--- src/rtl/mawg_chirp_pkg.sv ---
// Shared constants for the chirp sequencer: profile field codes, mode-word layout
// and FSM state encoding.
package mawg_chirp_pkg;

   localparam int unsigned NumFields = 5;

   localparam logic [2:0] FLD_MIN  = 3'd0;
   localparam logic [2:0] FLD_MAX  = 3'd1;
   localparam logic [2:0] FLD_INC  = 3'd2;
   localparam logic [2:0] FLD_DIV  = 3'd3;
   localparam logic [2:0] FLD_MODE = 3'd4;

   localparam int unsigned MODE_DELAY_LSB = 0;
   localparam int unsigned MODE_DELAY_W   = 4;
   localparam int unsigned MODE_DOWN_BIT  = 4;
   localparam int unsigned MODE_REP_LSB   = 8;
   localparam int unsigned MODE_REP_W     = 8;

   typedef logic [1:0] state_t;

   localparam state_t StIdle = 2'd0;
   localparam state_t StLoad = 2'd1;
   localparam state_t StRun  = 2'd2;

endpackage

--- src/rtl/chirp_profile_ram.sv ---
// Profile table: DEPTH entries of five 32-bit words, one write port and an
// asynchronous read of a whole entry.
module chirp_profile_ram
   import mawg_chirp_pkg::*;
#(
   parameter int unsigned DEPTH = 4,
   parameter int unsigned AW    = $clog2(DEPTH)
) (
   input  logic          clk,
   input  logic          rst,
   input  logic          we,
   input  logic [AW-1:0] waddr,
   input  logic [2:0]    wfield,
   input  logic [31:0]   wdata,
   input  logic [AW-1:0] raddr,
   output logic [31:0]   rd_min,
   output logic [31:0]   rd_max,
   output logic [31:0]   rd_inc,
   output logic [31:0]   rd_div,
   output logic [31:0]   rd_mode
);

   logic [NumFields-1:0][31:0] mem_q [DEPTH];
   logic [NumFields-1:0][31:0] mem_d [DEPTH];

   always_comb begin
      mem_d = mem_q;
      if (we) begin
         case (wfield)
            FLD_MIN:  mem_d[waddr][0] = wdata;
            FLD_MAX:  mem_d[waddr][1] = wdata;
            FLD_INC:  mem_d[waddr][2] = wdata;
            FLD_DIV:  mem_d[waddr][3] = wdata;
            FLD_MODE: mem_d[waddr][4] = wdata;
            default:  ;
         endcase
      end
   end

   always_ff @(posedge clk) begin
      if (rst) begin
         mem_q <= '{default: '0};
      end else begin
         mem_q <= mem_d;
      end
   end

   assign rd_min  = mem_q[raddr][0];
   assign rd_max  = mem_q[raddr][1];
   assign rd_inc  = mem_q[raddr][2];
   assign rd_div  = mem_q[raddr][3];
   assign rd_mode = mem_q[raddr][4];

endmodule

--- src/rtl/chirp_sequencer.sv ---
// Steps the chirp generator through a table of profiles, counting sweeps by watching
// nco_ctrl cross the active end frequency, and owns the generator's reset.
module chirp_sequencer
   import mawg_chirp_pkg::*;
#(
   parameter int unsigned DEPTH = 4,
   parameter int unsigned AW    = $clog2(DEPTH)
) (
   input  logic          clk,
   input  logic          rst,
   input  logic          cfg_we,
   input  logic [AW-1:0] cfg_addr,
   input  logic [2:0]    cfg_field,
   input  logic [31:0]   cfg_data,
   input  logic          start,
   input  logic          stop,
   input  logic          loop_en,
   input  logic [AW-1:0] last_idx,
   input  logic [31:0]   nco_ctrl,
   output logic [31:0]   min_ctrl,
   output logic [31:0]   max_ctrl,
   output logic [31:0]   inc_rate,
   output logic [31:0]   div_rate,
   output logic [3:0]    delay,
   output logic          is_down,
   output logic          chirp_rst,
   output logic          busy,
   output logic [AW-1:0] profile_idx,
   output logic          seq_done
);

   state_t        state_q, state_d;
   logic [AW-1:0] idx_q, idx_d;
   logic [AW-1:0] last_idx_q, last_idx_d;
   logic [31:0]   min_ctrl_q, min_ctrl_d;
   logic [31:0]   max_ctrl_q, max_ctrl_d;
   logic [31:0]   inc_rate_q, inc_rate_d;
   logic [31:0]   div_rate_q, div_rate_d;
   logic [3:0]    delay_q, delay_d;
   logic          is_down_q, is_down_d;
   logic [7:0]    repeat_q, repeat_d;
   logic          arm_q, arm_d;
   logic [7:0]    sweep_cnt_q, sweep_cnt_d;
   logic          end_hit_q;
   logic          seq_done_q, seq_done_d;

   logic          load;
   logic          end_hit;
   logic          end_evt;
   logic [7:0]    rep_eff;
   logic [7:0]    cnt_inc;
   logic [31:0]   rd_min, rd_max, rd_inc, rd_div, rd_mode;
   logic          unused_mode_bits;

   // Read port follows the next index so a LOAD entry captures the new profile.
   chirp_profile_ram #(
      .DEPTH (DEPTH),
      .AW    (AW)
   ) u_ram (
      .clk     (clk),
      .rst     (rst),
      .we      (cfg_we),
      .waddr   (cfg_addr),
      .wfield  (cfg_field),
      .wdata   (cfg_data),
      .raddr   (idx_d),
      .rd_min  (rd_min),
      .rd_max  (rd_max),
      .rd_inc  (rd_inc),
      .rd_div  (rd_div),
      .rd_mode (rd_mode)
   );

   assign unused_mode_bits = ^{rd_mode[31:16], rd_mode[7:5]};

   assign end_hit = is_down_q ? (nco_ctrl <= min_ctrl_q) : (nco_ctrl >= max_ctrl_q);
   assign end_evt = (state_q == StRun) && end_hit && !end_hit_q;
   assign rep_eff = (repeat_q == 8'd0) ? 8'd1 : repeat_q;
   assign cnt_inc = sweep_cnt_q + 8'd1;

   always_comb begin
      state_d     = state_q;
      idx_d       = idx_q;
      last_idx_d  = last_idx_q;
      arm_d       = arm_q;
      sweep_cnt_d = sweep_cnt_q;
      seq_done_d  = 1'b0;
      load        = 1'b0;
      case (state_q)
         StIdle: begin
            if (start && !stop) begin
               idx_d      = '0;
               last_idx_d = last_idx;
               load       = 1'b1;
            end
         end
         StLoad: begin
            state_d = stop ? StIdle : StRun;
         end
         StRun: begin
            if (stop) begin
               state_d = StIdle;
            end else if (end_evt) begin
               // The first crossing is the generator's post-reset ramp from 0.
               if (!arm_q) begin
                  arm_d = 1'b1;
               end else if (cnt_inc == rep_eff) begin
                  if (idx_q < last_idx_q) begin
                     idx_d = idx_q + 1'b1;
                     load  = 1'b1;
                  end else if (loop_en) begin
                     idx_d = '0;
                     load  = 1'b1;
                  end else begin
                     state_d    = StIdle;
                     seq_done_d = 1'b1;
                  end
               end else begin
                  sweep_cnt_d = cnt_inc;
               end
            end
         end
         default: state_d = StIdle;
      endcase
      if (load) begin
         state_d     = StLoad;
         arm_d       = 1'b0;
         sweep_cnt_d = '0;
      end
   end

   always_comb begin
      min_ctrl_d = min_ctrl_q;
      max_ctrl_d = max_ctrl_q;
      inc_rate_d = inc_rate_q;
      div_rate_d = div_rate_q;
      delay_d    = delay_q;
      is_down_d  = is_down_q;
      repeat_d   = repeat_q;
      if (load) begin
         min_ctrl_d = rd_min;
         max_ctrl_d = rd_max;
         inc_rate_d = rd_inc;
         div_rate_d = rd_div;
         delay_d    = rd_mode[MODE_DELAY_LSB +: MODE_DELAY_W];
         is_down_d  = rd_mode[MODE_DOWN_BIT];
         repeat_d   = rd_mode[MODE_REP_LSB +: MODE_REP_W];
      end
   end

   always_ff @(posedge clk) begin
      if (rst) begin
         state_q     <= StIdle;
         idx_q       <= '0;
         last_idx_q  <= '0;
         min_ctrl_q  <= '0;
         max_ctrl_q  <= '0;
         inc_rate_q  <= '0;
         div_rate_q  <= '0;
         delay_q     <= '0;
         is_down_q   <= 1'b0;
         repeat_q    <= '0;
         arm_q       <= 1'b0;
         sweep_cnt_q <= '0;
         end_hit_q   <= 1'b0;
         seq_done_q  <= 1'b0;
      end else begin
         state_q     <= state_d;
         idx_q       <= idx_d;
         last_idx_q  <= last_idx_d;
         min_ctrl_q  <= min_ctrl_d;
         max_ctrl_q  <= max_ctrl_d;
         inc_rate_q  <= inc_rate_d;
         div_rate_q  <= div_rate_d;
         delay_q     <= delay_d;
         is_down_q   <= is_down_d;
         repeat_q    <= repeat_d;
         arm_q       <= arm_d;
         sweep_cnt_q <= sweep_cnt_d;
         end_hit_q   <= end_hit;
         seq_done_q  <= seq_done_d;
      end
   end

   assign min_ctrl    = min_ctrl_q;
   assign max_ctrl    = max_ctrl_q;
   assign inc_rate    = inc_rate_q;
   assign div_rate    = div_rate_q;
   assign delay       = delay_q;
   assign is_down     = is_down_q;
   assign chirp_rst   = (state_q != StRun);
   assign busy        = (state_q != StIdle);
   assign profile_idx = idx_q;
   assign seq_done    = seq_done_q;

endmodule

--- config.mk ---
export PLATFORM = sky130hd
export DESIGN_NAME = chirp_sequencer
export DESIGN_NICKNAME = d
export VERILOG_FILES = /design/src/rtl/mawg_chirp_pkg.sv /design/src/rtl/chirp_profile_ram.sv /design/src/rtl/chirp_sequencer.sv
export SDC_FILE = /design/constraint.sdc
export NUM_CORES = 2
export LEC_CHECK = 0
export ABC_AREA = 1
export CAP_MARGIN = 20
export CORE_ASPECT_RATIO = 0.75
export CORE_MARGIN = 8
export CORE_UTILIZATION = 50
export DETAILED_ROUTE_END_ITERATION = 12
export PLACE_DENSITY = 0.73
export SYNTH_ARGS = -nofsm -noshare
export SYNTH_HDL_FRONTEND = slang
export SYNTH_SLANG_ARGS = --single-unit
export TNS_END_PERCENT = 10
--- constraint.sdc ---
create_clock -name clk -period 3.01 [get_ports clk]
set_input_delay 0.602 -clock clk [delete_from_list [all_inputs] [get_ports clk]]
set_output_delay 0.602 -clock clk [all_outputs]
set_load 0.05 [all_outputs]
; ---- Yosys cells after proc, flatten, opt, wreduce, memory -nomap -nowiden
; Cells that the tools add are included.
[word_totals]
out_inout_bits = 138
register_bits = 798
in_bits = 77
elab_cells = 136
[classes]
n_mux = 47
order_cmp = 6
n_bitwise = 8
n_addsub = 2
n_reduce_logical = 19
eq_ne = 19
[op_table]
columns = cell, count
row1 = bitwise mux 640 bit, 5
row2 = case mux 640 bit (5 select lines), 1
row3 = demux 160 bit (select 2 bit), 5
row4 = binary-select mux 160 bit (select 2 bit), 1
row5 = two-way mux 144 bit, 2
row6 = two-way mux 160 bit, 1
row7 = two-way mux 128 bit, 1
row8 = two-way mux 96 bit, 1
row9 = two-way mux 64 bit, 1
row10 = >= comparator 32 bit, 1
row11 = less-or-equal comparator 32 bit, 1
row12 = two-way mux 32 bit, 1
row13 = two-way mux 2 bit, 14
row14 = "!= test 4 bit, second input constant", 4
row15 = "!= test 3 bit, second input constant", 4
row16 = AND reduction 6 bit, 2
row17 = two-way mux 1 bit, 10
row18 = "adder 8 x 1 -> 8 bit, second input constant", 1
row19 = == test 8 bit, 1
row20 = zero test 8 bit, 1
row21 = two-way mux 8 bit, 1
row22 = OR reduction 7 bit, 1
row23 = "== test 3 x 2 -> 1 bit, second input constant", 2
row24 = ">= comparator 3 bit, second input constant", 2
row25 = other kinds (25), 37

; ---- Depth between registers and ports, before layout
[logic_depth]
word_depth = 12
mapped_depth = 28
mapped_depth_nobuf = 26

; ---- By module
; A second synthesis with hierarchy kept.
[unflattened]
hier_cells = 6197
hier_area_um2 = 38968.6
[by_module_without_submodules]
columns = module, area_each_um2, seq_area_each_um2, cells_each, instances
row1 = chirp_profile_ram, 31701.7, 12812.3, 5225, 1
row2 = chirp_sequencer, 7267.0, 3163.0, 972, 1

; ---- Least setup slack after synthesis
; No wires, ideal clock.
[synth_path]
kind = reg-to-reg
from = register min_ctrl_q[31] (netlist: min_ctrl[31])
to = register sweep_cnt_q[3]
period_less_slack_ns = 2.973
arrival_time_ns = 2.855
setup_slack_ns = 0.037
t_required_ns = 2.892
path_stages_with_launch = 17
path_buffers = 1
setup_ns = 0.118
cell_sequence = dfxtp_1 > inv_1 > ha_1 > nand2_1 > nor2_1 > nand2_1 > nor3b_1 > a21boi_0 > nand2_1 > nand2_1 > nor2_2 > inv_1 > nor3b_1 > buf_2 > nor2_1 > a21oi_1 > nor2_1
[synth_between]
elab_chain_cells = 8
elab_cells_between_ends = 9
classes_between = order compare (1) / mux (4) / reduce/logical (4)
[synth_lines]
columns = element, line
row1 = "start, declared", chirp_sequencer.sv:35  ; logic [31:0] min_ctrl_q, min_ctrl_d;
row2 = "start signal, assigned", chirp_sequencer.sv:171  ; min_ctrl_q <= min_ctrl_d;
row3 = less-or-equal comparator 32 bit (*), chirp_sequencer.sv:76  ; assign end_hit = is_down_q ? (nco_ctrl <= min_ctrl_q) : (nco_ctrl >= max_ctrl_q);
row4 = two-way mux 1 bit (*), chirp_sequencer.sv:76
row5 = logical AND 1 bit (*) (2 in series), chirp_sequencer.sv:77  ; assign end_evt = (state_q == StRun) && end_hit && !end_hit_q;
row6 = two-way mux 1 bit, chirp_sequencer.sv:103  ; end else if (end_evt) begin
row7 = two-way mux 1 bit, chirp_sequencer.sv:101  ; if (stop) begin
row8 = case mux 1 bit (2 select lines), chirp_sequencer.sv:89  ; case (state_q)
row9 = OR reduction 2 bit (no line), --
row10 = "end signal, assigned", chirp_sequencer.sv:179  ; sweep_cnt_q <= sweep_cnt_d;
row11 = "end, declared", chirp_sequencer.sv:43  ; logic [7:0] sweep_cnt_q, sweep_cnt_d;
; Mark *: on every way between the ends. The rest lies on a longest branch, timed or not.
; A chain may end at the register's enable or synchronous reset.

; ---- Final worst setup path
[layout_path]
from = register min_ctrl_q[31] (netlist: min_ctrl[31])
to = register min_ctrl_q[13] (netlist: min_ctrl[13])
[layout_between]
elab_chain_cells = 11
elab_cells_between_ends = 14
classes_between = order compare (1) / mux (10) / bitwise (1) / reduce/logical (2)
[layout_lines]
columns = element, line
row1 = less-or-equal comparator 32 bit (*), chirp_sequencer.sv:76
row2 = two-way mux 1 bit (*), chirp_sequencer.sv:76
row3 = logical AND 1 bit (*) (2 in series), chirp_sequencer.sv:77
row4 = two-way mux 2 bit, chirp_sequencer.sv:103
row5 = two-way mux 2 bit, chirp_sequencer.sv:101
row6 = case mux 2 bit (2 select lines), chirp_sequencer.sv:89
row7 = NOT 2 -> 3 bit (not written as such), chirp_profile_ram.sv:48  ; assign rd_min = mem_q[raddr][0];
row8 = binary-select mux 160 bit (select 2 bit), chirp_profile_ram.sv:48
row9 = two-way mux 144 bit, --
row10 = two-way mux 144 bit (not written as such), chirp_profile_ram.sv:48
; Mark *: on every way between the ends. The rest lies on a longest branch, timed or not. The select of a mux whose other input is x is not followed.

==> out/summary.txt <==
Storage cell area: 0.0145 sq mm
First drt pass iteration count: 8
Post-Syn Instances: 4746
Crit start category: register
DR vias: 35800
Async set-reset flop share out of synthesis: 0%
Initial antenna violation count: 4
Hold_sp: rst
Share of Yosys cell area claimed by the top area cell type: 41.9%
Worst Hold Class: in -> reg
PwrDens: 500 mW/mm^2
Multi-input gate area: 0.0179 sq mm
Area growth syn-to-layout: 24.8%
Crit-path slowest cell: dfxtp_4
Reg clk slew, reported paths: 0.06 ns
R2r startpoint: min_ctrl[31]
Post-synth EDFFs: 0
Ys flop type: dfxtp_1
WL final: 125000 microns
GPL Wtd Cong: 0.853
Core ar.: 0.0683 sq mm
Routed WL per cell: 21.3 microns
Port Buffers: 214
Detailed Place HPWL: 80000 microns
Worst R2R Setup Slack: -0.08 ns
Number of global-route vias before repair: 32100
Die footprint: 0.0777 sq mm
Post-layout util: 62.9%
Hold depth: 2
Synth top area cells: dfxtp_1 (42%), nand3_1 (10%), a211oi_1 (10%), nand2_1 (7.5%), o21ai_0 (5.6%)
Clock sinks: 722
Sequential area share after synthesis: 41.9%
Die W: 319 microns
Endpoint, Worst Hold: profile_idx[1]
DRC errors left: 0
Tcrit/Tclk final: 103%
Initial DRC Count: 5051
Status: finished, violations left
Syn. warnings: 0
All-layer global routing usage: 29.9%
CTS tree: done
Post-synth net total: 4889
Data arrival, critical path: 3.64 ns
Leakage Power: 15.2 nW
Largest net degree at the start of global routing: 138
Unique cell type count in the Yosys netlist: 43
Max VDD drop: 0.461 mV
First-pass GRT wire length: 190000 microns
Setup ws final: -0.0796 ns
Kind of end point of the critical path: register
Max_cap viols: 0
Worst-skew pair later-pin latency: 0.62 ns
Die H: 243 microns
CTS Hold Buffers Added: 0
Final hold vios: 0
Row cnt: 83
Initial Util: 50.4%
Fill cells: 5829
CP max stage delay: 0.38 ns
RSZ-0062 raised after global routing: yes
Syn_area_per_cell: 7.26 sq um
R2r endpoint: min_ctrl[13]
Synth Register Bits: 722
# nets final: 5060
Mean number of vias per cell: 6.11
Clock root cell: clkbuf_16
Fmax: 324 MHz
Crit Path Max Fanout: 10
I/O pins: 215
H-tree Lvls: 3
Max_slew headroom: 44.1%
Failing checks: setup timing
Worst-case clock skew: 0.0165 ns
Crit Path Class: reg -> reg
Setup-failing EPs final: 77
Antenna Violating Nets Remaining: 0
Total gr overflow: 0
Yosys top cell by area: dfxtp_1
Cells along the critical path: inv_4, ha_4, nand2_4, nor2_4, nand2_2, nor3b_2, buf_4, a21boi_2, nand2_2, nand2_4, nor2_4, nand3_2, nand2_2, nand2_2, nand2_4, nand2_8, nand2_4, bufbuf_16, nand2_1, nand3_1, nand3_1, nand2_1
Post-layout minimum cycle time: 3.09 ns
Final setup TNS: -1.81 ns
Share of layout cells above drive strength 1: 12.9%
CP Data Required Time: 3.56 ns
R2R depth: 22
Worst-margin pin slew: 0.836 ns
CTS max path bufs: 3
Cts bufs inserted: 74
Synthesized area: 0.0345 sq mm
Final Max Tran Viols: 0
-- what timing repair did --
item                       4_1_cts  5_1_grt
setup endpoints to repair      153      145
setup buffers                    4        5
gates resized for setup        102      157
gates cloned                     5       12
pin swaps                       22       43
-- cell families (layout without fill, tap and decap cells) --
kind of cell | after synthesis | after routing | synth area share (%)
AO/OA/AOI/OAI | 1212 | 1212 | 21.7
flip-flops | 722 | 722 | 41.9
other | 0 | 3 | 0
XOR/XNOR | 9 | 9 | 0.229
buffers and inverters | 744 | 967 | 8.85
AND/OR/NAND/NOR | 1991 | 1994 | 24.8
adder cells (fa/ha/maj) | 66 | 66 | 2.40
multiplexers | 2 | 2 | 0.0581
-- synth_stat cells, types with 7 or more instances --
cell type / n
xor2_1: 7
a211oi_1: 469
nand3_1: 720
buf_1: 49
clkbuf_1: 298
nand4_1: 9
inv_1: 298
ha_1: 66
nand2_1: 687
nor3_1: 70
dfxtp_1: 722
o221ai_1: 37
buf_2: 62
buf_6: 8
o31ai_1: 27
nor2_1: 489
a21oi_1: 285
o21ai_0: 383
buf_4: 19
-- area by class of cell --
cell class	instances	area share, %
timing repair buffer	533	13.7
clock buffer	118	5.26
multi-input combinational	3283	41.5
clock inverter	13	0.410
antenna	3	0.0175
tap	892	2.60
inverter	303	2.74
sequential	722	33.7
-- metrics by stage --
step	cells	power (mW)	instance area [sq um]	hold slack [ns]	setup WS [ns]
after floorplan	4746	11.1	34500	0.426	0.0366
after global placement	5707	12.0	39100	0.437	-1.09
after detailed placement	5707	12.1	39100	0.439	-1.16
after CTS	5847	21.4	42000	0.399	-0.0482
after global routing	5864	22.1	43000	0.452	-0.203
final	5867	21.5	43000	0.439	-0.0796
-- how the worst max path moves through the flow --
| stage | start | end | slack [ns] | depth (start not counted) |
|---|---|---|---|---|
| global route | nco_ctrl[11] | min_ctrl[18] | -0.20 | 20 |
| CTS | min_ctrl[25] | inc_rate[13] | -0.05 | 24 |
| detailed placement | nco_ctrl[31] | max_ctrl[3] | -1.16 | 23 |
| finish | min_ctrl[31] | min_ctrl[13] | -0.08 | 22 |
| floorplan | min_ctrl[31] | sweep_cnt_q[3] | 0.04 | 16 |
| global placement | nco_ctrl[31] | max_ctrl[3] | -1.09 | 23 |
-- cell usage in the layout (no fill, tap or decap), types with 5 or more instances in the layout --
master           Yosys  routed
nand3_1            720     639
nand4_1              9       9
clkbuf_1           298      23
a211oi_1           469     469
dfxtp_4              0       8
inv_2                1       7
dlymetal6s2s_1       0       6
nor2_4               2       8
clkinv_2             0       6
nand2_1            687     645
nor2_1             489     476
dlygate4sd2_1        0      16
buf_4               19     205
inv_6                0       5
a21oi_2              2       8
nand2_4              1      12
o21ai_0            383     381
dfxtp_1            722     702
buf_12               1      75
a21oi_1            285     278
xor2_1               7       7
nand2_2              2      33
nor2_2               3      10
nand3_2              4      84
clkbuf_8             1      18
dfxtp_2              0      12
clkdlybuf4s50_1      0     191
ha_4                 0      12
o221ai_1            37      37
o31ai_1             27      27
ha_1                66      54
buf_6                8      19
nor3_1              70      69
inv_1              298     288
clkbuf_16            0      86
-- power breakdown --
| part | leakage [nW] | total, mW | internal [mW] | switching, mW |
|---|---|---|---|---|
| clock network | 1.20 | 9.38 | 5.49 | 3.89 |
| logic | 8.19 | 2.43 | 0.825 | 1.61 |
| registers | 5.84 | 9.70 | 9.64 | 0.0661 |
-- metal layers --
metal	routed length, microns	global-route usage (%)	vias up
li1	-	-	16800
met2	49100	40.1	2176
met3	17200	9.75	226
met1	56000	45.5	16600
met5	13	0	-
met4	2680	7.00	2
-- critical path, delay by kind of cell, from the launching register on --
family | cells | cell delay, ns
AO/OA/AOI/OAI | 1 | 0.05
adder cells (fa/ha/maj) | 1 | 0.28
buffers and inverters | 3 | 0.51
flip-flops | 1 | 0.38
AND/OR/NAND/NOR | 17 | 1.78
No activity file was read; power rests on OpenSTA's default activity.
